--- src/rtl/keypad_scan_controller_pkg.sv ---
// Shared types and defaults for the 3x3 keypad scanner: scan FSM states,
// frame classifications and the default matrix geometry.
package keypad_scan_controller_pkg;

  // Default geometry of the mole keypad
  localparam int DEF_ROWS  = 3;
  localparam int DEF_COLS  = 3;
  localparam int DEF_KEY_W = 4;

  // Scan sequencer states
  typedef enum logic [1:0] {
    ST_GAP    = 2'd0,
    ST_DRIVE  = 2'd1,
    ST_SAMPLE = 2'd2
  } scan_state_t;

  // Classification of one complete scan frame
  typedef enum logic [1:0] {
    CLS_NONE  = 2'd0,
    CLS_ONE   = 2'd1,
    CLS_MULTI = 2'd2
  } frame_class_t;

  // Counter width able to hold values 0..max_val
  function automatic int cnt_width(input int max_val);
    return (max_val < 2) ? 1 : $clog2(max_val + 1);
  endfunction

endpackage

--- src/rtl/keypad_scan_controller_if.sv ---
// Keypad pins plus the key report handshake. The scanner is the master
// (drives rows and reports), the game logic / keypad side is the slave.
interface keypad_scan_controller_if
  import keypad_scan_controller_pkg::*;
#(
  parameter int ROWS  = DEF_ROWS,
  parameter int COLS  = DEF_COLS,
  parameter int KEY_W = DEF_KEY_W
) ();

  logic [COLS-1:0]  column;     // active-low, asynchronous to clk
  logic [ROWS-1:0]  row;        // active-low, at most one bit low
  logic [KEY_W-1:0] key_code;
  logic             key_valid;
  logic             key_ack;
  logic             key_held;
  logic             overrun;

  modport master (
    input  column, key_ack,
    output row, key_code, key_valid, key_held, overrun
  );

  modport slave (
    output column, key_ack,
    input  row, key_code, key_valid, key_held, overrun
  );

endinterface

--- src/rtl/keypad_scan_controller_sync2.sv ---
// Two-flop synchronizer for a bus of independent, slowly changing inputs.
// Both stages preset to ones so an idle (pulled-up) keypad reads as released.
module keypad_scan_controller_sync2
  import keypad_scan_controller_pkg::*;
#(
  parameter int WIDTH = DEF_COLS
) (
  input  logic             clk,
  input  logic             reset,
  input  logic [WIDTH-1:0] i_d,
  output logic [WIDTH-1:0] o_q
);

  logic [WIDTH-1:0] r_meta;
  logic [WIDTH-1:0] r_sync;

  // Metastability stage followed by the stable output stage
  always_ff @(posedge clk or posedge reset) begin
    if (reset) begin
      r_meta <= '1;
      r_sync <= '1;
    end else begin
      r_meta <= i_d;
      r_sync <= r_meta;
    end
  end

  assign o_q = r_sync;

endmodule

--- src/rtl/keypad_scan_controller.sv ---
// Keypad scan controller: walks a low level across the rows, snapshots the
// synchronized columns per row, classifies each full frame (none / one key /
// several keys), debounces over whole frames and reports one key code per
// accepted press through a valid/ack handshake.
module keypad_scan_controller
  import keypad_scan_controller_pkg::*;
#(
  parameter int ROWS            = DEF_ROWS,
  parameter int COLS            = DEF_COLS,
  parameter int SETTLE_CYCLES   = 4,
  parameter int DEBOUNCE_FRAMES = 3,
  parameter int KEY_W           = DEF_KEY_W
) (
  input logic                     clk,
  input logic                     reset,
  keypad_scan_controller_if.master bus
);

  localparam int RIDX_W = cnt_width(ROWS - 1);
  localparam int SCNT_W = cnt_width(SETTLE_CYCLES - 1);
  localparam int DCNT_W = cnt_width(DEBOUNCE_FRAMES);
  localparam int NKEYS  = ROWS * COLS;

  // Synchronized columns
  logic [COLS-1:0]   w_col_sync;

  // Scan sequencer
  scan_state_t       r_state;
  scan_state_t       w_state_next;
  logic [RIDX_W-1:0] r_ridx;
  logic [RIDX_W-1:0] w_ridx_next;
  logic [SCNT_W-1:0] r_settle;
  logic [SCNT_W-1:0] w_settle_next;
  logic [ROWS-1:0]   r_row;
  logic [ROWS-1:0]   w_row_next;

  // Frame capture
  logic [COLS-1:0]   r_snapshot [ROWS];
  logic [NKEYS-1:0]  w_lows;
  logic              r_frame_ok;

  // Classification and debounce
  frame_class_t      w_class;
  logic [KEY_W-1:0]  w_key;
  frame_class_t      r_prev_class;
  logic [KEY_W-1:0]  r_prev_key;
  logic [DCNT_W-1:0] r_stable;
  logic [DCNT_W-1:0] w_stable_next;
  logic              w_same;
  logic              w_reach;
  logic              w_eval;

  // Report outputs
  logic [KEY_W-1:0]  r_key_code;
  logic [KEY_W-1:0]  w_key_code_next;
  logic              r_key_valid;
  logic              w_key_valid_next;
  logic              r_key_held;
  logic              w_key_held_next;
  logic              r_overrun;
  logic              w_overrun_next;

  keypad_scan_controller_sync2 #(
    .WIDTH (COLS)
  ) u_col_sync (
    .clk   (clk),
    .reset (reset),
    .i_d   (bus.column),
    .o_q   (w_col_sync)
  );

  // ------------------------------------------------------------------
  // Scan sequencer
  // ------------------------------------------------------------------

  // Next-state logic: GAP -> (DRIVE x SETTLE_CYCLES -> SAMPLE) per row -> GAP
  always_comb begin
    w_state_next  = r_state;
    w_ridx_next   = r_ridx;
    w_settle_next = r_settle;
    case (r_state)
      ST_GAP: begin
        w_ridx_next   = '0;
        w_settle_next = '0;
        w_state_next  = ST_DRIVE;
      end
      ST_DRIVE: begin
        if (r_settle == SCNT_W'(SETTLE_CYCLES - 1)) begin
          w_settle_next = '0;
          w_state_next  = ST_SAMPLE;
        end else begin
          w_settle_next = r_settle + 1'b1;
        end
      end
      ST_SAMPLE: begin
        if (r_ridx == RIDX_W'(ROWS - 1)) begin
          w_state_next = ST_GAP;
        end else begin
          w_ridx_next  = r_ridx + 1'b1;
          w_state_next = ST_DRIVE;
        end
      end
      default: begin
        w_state_next = ST_GAP;
      end
    endcase
  end

  // Row drive decoded from the upcoming state so the pins come straight
  // off a flop and only ever change on a clock edge
  always_comb begin
    w_row_next = '1;
    if (w_state_next != ST_GAP) begin
      w_row_next = ~(ROWS'(1) << w_ridx_next);
    end
  end

  // Sequencer state register and registered row drive
  always_ff @(posedge clk or posedge reset) begin
    if (reset) begin
      r_state  <= ST_GAP;
      r_ridx   <= '0;
      r_settle <= '0;
      r_row    <= '1;
    end else begin
      r_state  <= w_state_next;
      r_ridx   <= w_ridx_next;
      r_settle <= w_settle_next;
      r_row    <= w_row_next;
    end
  end

  // ------------------------------------------------------------------
  // Frame capture
  // ------------------------------------------------------------------

  // Capture the settled columns of the driven row; frame_ok marks that a
  // complete frame has been gathered since reset
  always_ff @(posedge clk or posedge reset) begin
    if (reset) begin
      for (int r = 0; r < ROWS; r++) begin
        r_snapshot[r] <= '1;
      end
      r_frame_ok <= 1'b0;
    end else begin
      if (r_state == ST_SAMPLE) begin
        r_snapshot[r_ridx] <= w_col_sync;
      end
      if (r_state == ST_GAP) begin
        r_frame_ok <= 1'b1;
      end
    end
  end

  // Flatten the frame into one active-high vector indexed by key number
  for (genvar gi = 0; gi < ROWS; gi++) begin : g_flat
    assign w_lows[gi*COLS +: COLS] = ~r_snapshot[gi];
  end

  // Classify the frame: no key, exactly one key (with its code), or several
  // keys, which is treated as ambiguous and never reported
  always_comb begin
    w_class = CLS_NONE;
    w_key   = '0;
    for (int k = 0; k < NKEYS; k++) begin
      if (w_lows[k]) begin
        if (w_class == CLS_NONE) begin
          w_class = CLS_ONE;
          w_key   = KEY_W'(k);
        end else begin
          w_class = CLS_MULTI;
        end
      end
    end
  end

  // ------------------------------------------------------------------
  // Debounce across frames
  // ------------------------------------------------------------------

  assign w_eval = (r_state == ST_GAP) && r_frame_ok;
  assign w_same = (w_class == r_prev_class) &&
                  ((w_class != CLS_ONE) || (w_key == r_prev_key));

  // Run-length of identical classifications; "reach" fires only on the
  // frame where the run first becomes long enough, not while saturated
  always_comb begin
    w_stable_next = DCNT_W'(1);
    if (w_same) begin
      w_stable_next = (r_stable == DCNT_W'(DEBOUNCE_FRAMES)) ? r_stable : r_stable + 1'b1;
    end
    w_reach = (w_stable_next == DCNT_W'(DEBOUNCE_FRAMES)) &&
              !(w_same && (r_stable == DCNT_W'(DEBOUNCE_FRAMES)));
  end

  // Debounce history, updated once per evaluated frame
  always_ff @(posedge clk or posedge reset) begin
    if (reset) begin
      r_stable     <= '0;
      r_prev_class <= CLS_NONE;
      r_prev_key   <= '0;
    end else if (w_eval) begin
      r_stable <= w_stable_next;
      if (!w_same) begin
        r_prev_class <= w_class;
        r_prev_key   <= w_key;
      end
    end
  end

  // ------------------------------------------------------------------
  // Report and handshake
  // ------------------------------------------------------------------

  // Press/release acceptance and valid/ack; a press accepted in the same
  // cycle as an ack replaces the acknowledged report instead of overrunning
  always_comb begin
    w_key_code_next  = r_key_code;
    w_key_valid_next = r_key_valid;
    w_key_held_next  = r_key_held;
    w_overrun_next   = r_overrun;
    if (r_key_valid && bus.key_ack) begin
      w_key_valid_next = 1'b0;
    end
    if (w_eval && w_reach) begin
      if (w_class == CLS_NONE) begin
        w_key_held_next = 1'b0;
      end else if ((w_class == CLS_ONE) && !r_key_held) begin
        w_key_held_next = 1'b1;
        if (!r_key_valid || bus.key_ack) begin
          w_key_code_next  = w_key;
          w_key_valid_next = 1'b1;
        end else begin
          w_overrun_next = 1'b1;
        end
      end
    end
  end

  // Report registers; overrun is sticky until reset
  always_ff @(posedge clk or posedge reset) begin
    if (reset) begin
      r_key_code  <= '0;
      r_key_valid <= 1'b0;
      r_key_held  <= 1'b0;
      r_overrun   <= 1'b0;
    end else begin
      r_key_code  <= w_key_code_next;
      r_key_valid <= w_key_valid_next;
      r_key_held  <= w_key_held_next;
      r_overrun   <= w_overrun_next;
    end
  end

  assign bus.row       = r_row;
  assign bus.key_code  = r_key_code;
  assign bus.key_valid = r_key_valid;
  assign bus.key_held  = r_key_held;
  assign bus.overrun   = r_overrun;

endmodule
--- src/flat_wrapper.sv ---
// flat-port wrapper written by rule: the top's interface ports become plain ports
module keypad_scan_controller_flat import keypad_scan_controller_pkg::*;
#(
  parameter int ROWS            = DEF_ROWS,
  parameter int COLS            = DEF_COLS,
  parameter int SETTLE_CYCLES   = 4,
  parameter int DEBOUNCE_FRAMES = 3,
  parameter int KEY_W           = DEF_KEY_W
)
  (clk, reset, bus_column, bus_key_ack, bus_row, bus_key_code, bus_key_valid, bus_key_held, bus_overrun);
  keypad_scan_controller_if #(.ROWS(ROWS), .COLS(COLS), .KEY_W(KEY_W)) bus_i ();
  input logic clk;
  input logic reset;
  input wire logic [$bits(bus_i.column)-1:0] bus_column;
  input wire logic [$bits(bus_i.key_ack)-1:0] bus_key_ack;
  output wire logic [$bits(bus_i.row)-1:0] bus_row;
  output wire logic [$bits(bus_i.key_code)-1:0] bus_key_code;
  output wire logic [$bits(bus_i.key_valid)-1:0] bus_key_valid;
  output wire logic [$bits(bus_i.key_held)-1:0] bus_key_held;
  output wire logic [$bits(bus_i.overrun)-1:0] bus_overrun;
  assign bus_i.column = bus_column;
  assign bus_i.key_ack = bus_key_ack;
  assign bus_row = bus_i.row;
  assign bus_key_code = bus_i.key_code;
  assign bus_key_valid = bus_i.key_valid;
  assign bus_key_held = bus_i.key_held;
  assign bus_overrun = bus_i.overrun;
  keypad_scan_controller #(.ROWS(ROWS), .COLS(COLS), .SETTLE_CYCLES(SETTLE_CYCLES), .DEBOUNCE_FRAMES(DEBOUNCE_FRAMES), .KEY_W(KEY_W)) u_core (.clk(clk), .reset(reset), .bus(bus_i));
endmodule
--- config.mk ---
export PLATFORM = sky130hd
export DESIGN_NAME = keypad_scan_controller_flat
export DESIGN_NICKNAME = d
export VERILOG_FILES = /design/src/rtl/keypad_scan_controller_pkg.sv /design/src/rtl/keypad_scan_controller_if.sv /design/src/rtl/keypad_scan_controller_sync2.sv /design/src/rtl/keypad_scan_controller.sv /design/src/flat_wrapper.sv
export SDC_FILE = /design/constraint.sdc
export NUM_CORES = 1
export LEC_CHECK = 0
export CORE_MARGIN = 4
export CORE_UTILIZATION = 40
export CTS_BUF_LIST = sky130_fd_sc_hd__clkbuf_16
export DETAILED_ROUTE_END_ITERATION = 8
export HOLD_SLACK_MARGIN = 0.08
export PLACE_DENSITY = 0.62
export SYNTH_ARGS = -nofsm -noshare
export SYNTH_HDL_FRONTEND = slang
export SYNTH_SLANG_ARGS = --single-unit
export TNS_END_PERCENT = 1
--- constraint.sdc ---
create_clock -name clk -period 4.8 [get_ports clk]
set_clock_uncertainty 0.2 [all_clocks]
set_input_delay 0.96 -clock clk [delete_from_list [all_inputs] [get_ports clk]]
set_output_delay 0.96 -clock clk [all_outputs]
set_load 0.05 [all_outputs]
==> reports/results.tsv <==
stage	metric	value	unit
clock_tree	TritonCTS clock tree	built	
route	drt first pass iters	4	
final_layout	Core Util, Final	0.496	
floorplanning	die span in y	82.7	um
timing	maximum clock rate	0.267	GHz
clock_tree	postcts setup bufs	0	
global_route	Congestion Overflow GR	0	
final_layout	Fill cells	490	
place	Detail Placement HPWL	2690	um
yosys	Post-Syn Nets	221	
timing	final worst path period share	0.781	
yosys	top cells by area, synth	dfrtp_1, dfstp_2, mux2_2, ha_1, nand2_1	
setup_path	reg2reg path depth	11	
global_route	largest net degree at the start of global routing	41	
timing	Slew @ Worst Pin	0.573	ns
floorplanning	die area	6840	um2
setup_path	CP startpoint	u_core.r_snapshot[6]$_DFFE_PP1P_	
final_layout	most frequent cells in the layout	nand2_1, dfrtp_1, dfstp_2	
floorplanning	I/O pins	16	
setup_path	kind of start point of the critical path	flop	
power	Peak VDD IR	0.275	mV
yosys	Synth Instances	207	
setup_path	Largest delay share family, worst path	simple AND/OR/NAND/NOR gates	
power	Leak	1.11	nW
timing	Pins Over Slew Limit	0	
setup_path	crit path max fanout	8	
floorplanning	Die W	82.7	um
route	wire per inst	12.4	um
clock_tree	clock latency on the worst-skew pair	0.28	ns
yosys	average cell area after synthesis	10.8	um2
route	via count	1534	
timing	Worst slew margin	0.615	
setup_path	stages on the worst setup path	11	
global_route	Most Crowded Layer GR	met2	
final_layout	Post-layout nets	237	
place	RD Place Congestion	0.761	
global_route	vias in the first global route	1544	
route	Detail Route Antenna Nets	0	
clock_tree	clock buffer depth	2	
clock_tree	post-cts resize count	0	
route	drc violations	0	
final_layout	share of cells above drive strength 1	0.259	
route	iteration-0 DRC count of the detailed router	64	
yosys	Main synth FF type	dfrtp_1	
floorplanning	Core Area	5270	um2
route	Routed Wire Length	3660	um
floorplanning	Initial Util	0.424	
yosys	Seq/Total Area, Yosys	0.458	
power	Pwr Density	317	nW/um2
timing	RSZ-0062 raised after global routing	no	
setup_path	Max stage delay on crit path	0.56	ns
status	status	finished clean	
clock_tree	H-tree levels	2	
setup_path	CP Data Arrival Time	3.70	ns
clock_tree	Hold Buf Count CTS	0	
clock_tree	Sink Count	40	
global_route	initial antenna violation count	0	
worst_hold_path	Worst Hold Class	flop to flop	
place	port bufs	15	
setup_path	critical path type	flop to flop	
route	Vias/cell	5.22	
setup_path	slowest cell on the critical path	dfstp_2	
timing	post-route setup TNS	0	ns
setup_path	crit path to	u_core.bus.key_code[1]$_DFFE_PP0P_	
setup_path	Buf/Inv on CP	1	
floorplanning	Std-Cell Rows	26	
job	maxcap violations	0	
yosys	Synth warnings	0	
global_route	GRT met3 Usage	0.0380	
setup_path	worst flop-to-flop path startpoint	u_core.r_snapshot[6]$_DFFE_PP1P_	
global_route	GRT Overall Usage	0.129	
timing	Hold Vio Cnt, Final	0	
timing	min cycle time layout	3.75	ns
yosys	post-synth top area cell	dfrtp_1	
clock_tree	CTS buffer count	5	
yosys	Synth top area share	0.246	
yosys	Yosys reg bits	40	
setup_path	Worst EP required	4.76	ns
yosys	Netlist cell types	58	
setup_path	worst reg2reg path endpoint	u_core.bus.key_code[1]$_DFFE_PP0P_	
global_route	first-pass GRT wire length	6860	um
setup_path	crit path capture type	flop	
final_layout	Area Growth Syn to Fin	17.0	%
yosys	Async SR Flop Fraction	1.00	
setup_path	r2r setup slk	1.05	ns
timing	final setup vio count	0	
final_layout	Antenna diodes	0	
global_route	met1 Resource Use GR	0.162	
clock_tree	Reg clk slew, reported paths	0.06	ns
global_route	GR Layer Usage met2	0.219	
clock_tree	root buf cell	clkbuf_16	
yosys	Mapped Area	2230	um2
setup_path	CP cell instances	inv_1, ha_1, or3b_1, or2_1, a311oi_2, a21oi_1, mux2_2, o211ai_2, or3_4, nand2b_4, mux2_4	
final_layout	most common cell after layout, fill and taps aside	nand2_1	
yosys	Post-synth EDFFs	0	
==> stage by stage <==
stage / worst slack [ns] / instance area, um2 / total power [mW] / hold slack (ns) / instances
floorplan: 1.25 / 2230 / 0.444 / 0.145 / 207
global placement: 1.12 / 2440 / 0.462 / 0.146 / 286
detailed placement: 1.06 / 2440 / 0.463 / 0.147 / 286
CTS: 1.04 / 2610 / 0.846 / 0.156 / 294
global route: 0.831 / 2610 / 0.872 / 0.158 / 294
finish: 1.05 / 2610 / 0.830 / 0.155 / 294
==> worst min path at each step <==
stage | from | endpoint | slack, ns | depth (start not counted)
3_5_place_dp | u_core.u_col_sync.r_meta[2]$_DFF_PP1_ | u_core.u_col_sync.o_q[2]$_DFF_PP1_ | 0.15 | 0
6_report | u_core.u_col_sync.r_meta[2]$_DFF_PP1_ | u_core.u_col_sync.o_q[2]$_DFF_PP1_ | 0.16 | 0
5_1_grt | u_core.u_col_sync.r_meta[0]$_DFF_PP1_ | u_core.u_col_sync.o_q[0]$_DFF_PP1_ | 0.16 | 0
2_1_floorplan | u_core.u_col_sync.r_meta[0]$_DFF_PP1_ | u_core.u_col_sync.o_q[0]$_DFF_PP1_ | 0.15 | 0
4_1_cts | u_core.u_col_sync.r_meta[2]$_DFF_PP1_ | u_core.u_col_sync.o_q[2]$_DFF_PP1_ | 0.16 | 0
3_3_place_gp | u_core.u_col_sync.r_meta[2]$_DFF_PP1_ | u_core.u_col_sync.o_q[2]$_DFF_PP1_ | 0.15 | 0
==> worst reg2reg max path, stage by stage, from the launching register on <==
cell,delay [ns]
dfstp_2,0.56
inv_1,0.05
ha_1,0.41
or3b_1,0.44
or2_1,0.26
a311oi_2,0.34
a21oi_1,0.15
mux2_2,0.26
o211ai_2,0.08
or3_4,0.39
nand2b_4,0.18
mux2_4,0.30
==> synthesized netlist by cell type, drive strengths merged (2+ instances only) <==
master	n
nand2	24
dfrtp	22
mux2	20
dfstp	18
nor2	12
inv	11
a21oi	8
ha	8
o21ai	8
nand3	7
nor2b	5
a211oi	4
clkbuf	4
nand2b	4
and2	3
buf	3
nor3	3
nor3b	3
nor4b	3
or3	3
and3	2
o211ai	2
o21a	2
o21bai	2
o221ai	2
o22ai	2
o2bb2ai	2
o31ai	2
or3b	2
xor2	2
==> per-layer routing <==
| layer | wire length (um) | share of wire |
|---|---|---|
| met5 | 0 | 0 |
| met4 | 0 | 0 |
| met3 | 143 | 0.039 |
| met2 | 1760 | 0.48 |
| met1 | 1750 | 0.48 |
==> power by group <==
group	internal [mW]	leakage (nW)	switching [mW]
combinational	0.0405	0.554	0.0388
sequential	0.358	0.472	0.0186
clock	0.247	0.0840	0.127
total	0.645	1.11	0.184
==> registers in the layout, indices dropped and copies added, names as in the netlist <==
signal / flops
u_core.r_snapshot: 9
u_core.u_col_sync.o_q: 3
u_core.bus.key_code: 4
u_core.bus.row: 3
u_core.bus.key_held: 1
u_core.r_stable: 2
u_core.r_prev_class: 2
u_core.r_prev_key: 4
u_core.bus.overrun: 1
u_core.r_ridx: 2
u_core.r_settle: 2
u_core.u_col_sync.r_meta: 3
u_core.bus.key_valid: 1
u_core.r_frame_ok: 1
u_core.r_state: 2
==> logic make-up (layout without fill, tap and decap cells) <==
logic type | after synthesis | count (layout) | share of synthesized area
AOI/OAI and AO/OA | 39 | 39 | 0.131
xor gates and xnor gates | 3 | 3 | 0.0118
adders and majority gates | 8 | 8 | 0.0448
buffers and inverters | 18 | 35 | 0.0353
DFF | 40 | 40 | 0.458
muxes | 21 | 21 | 0.114
and+or+nand+nor | 78 | 78 | 0.205
==> layout make-up <==
type | count | area, um2 | area share
Inverter | 11 | 41.3 | 0.0158
Sequential cell | 40 | 1020 | 0.392
Multi-Input combinational cell | 149 | 1130 | 0.433
Clock inverter | 3 | 47.5 | 0.0182
Tap cell | 70 | 87.6 | 0.0335
Clock buffer | 5 | 125 | 0.0479
Timing Repair Buffer | 16 | 158 | 0.0603
(Power assumes the default switching activity.)
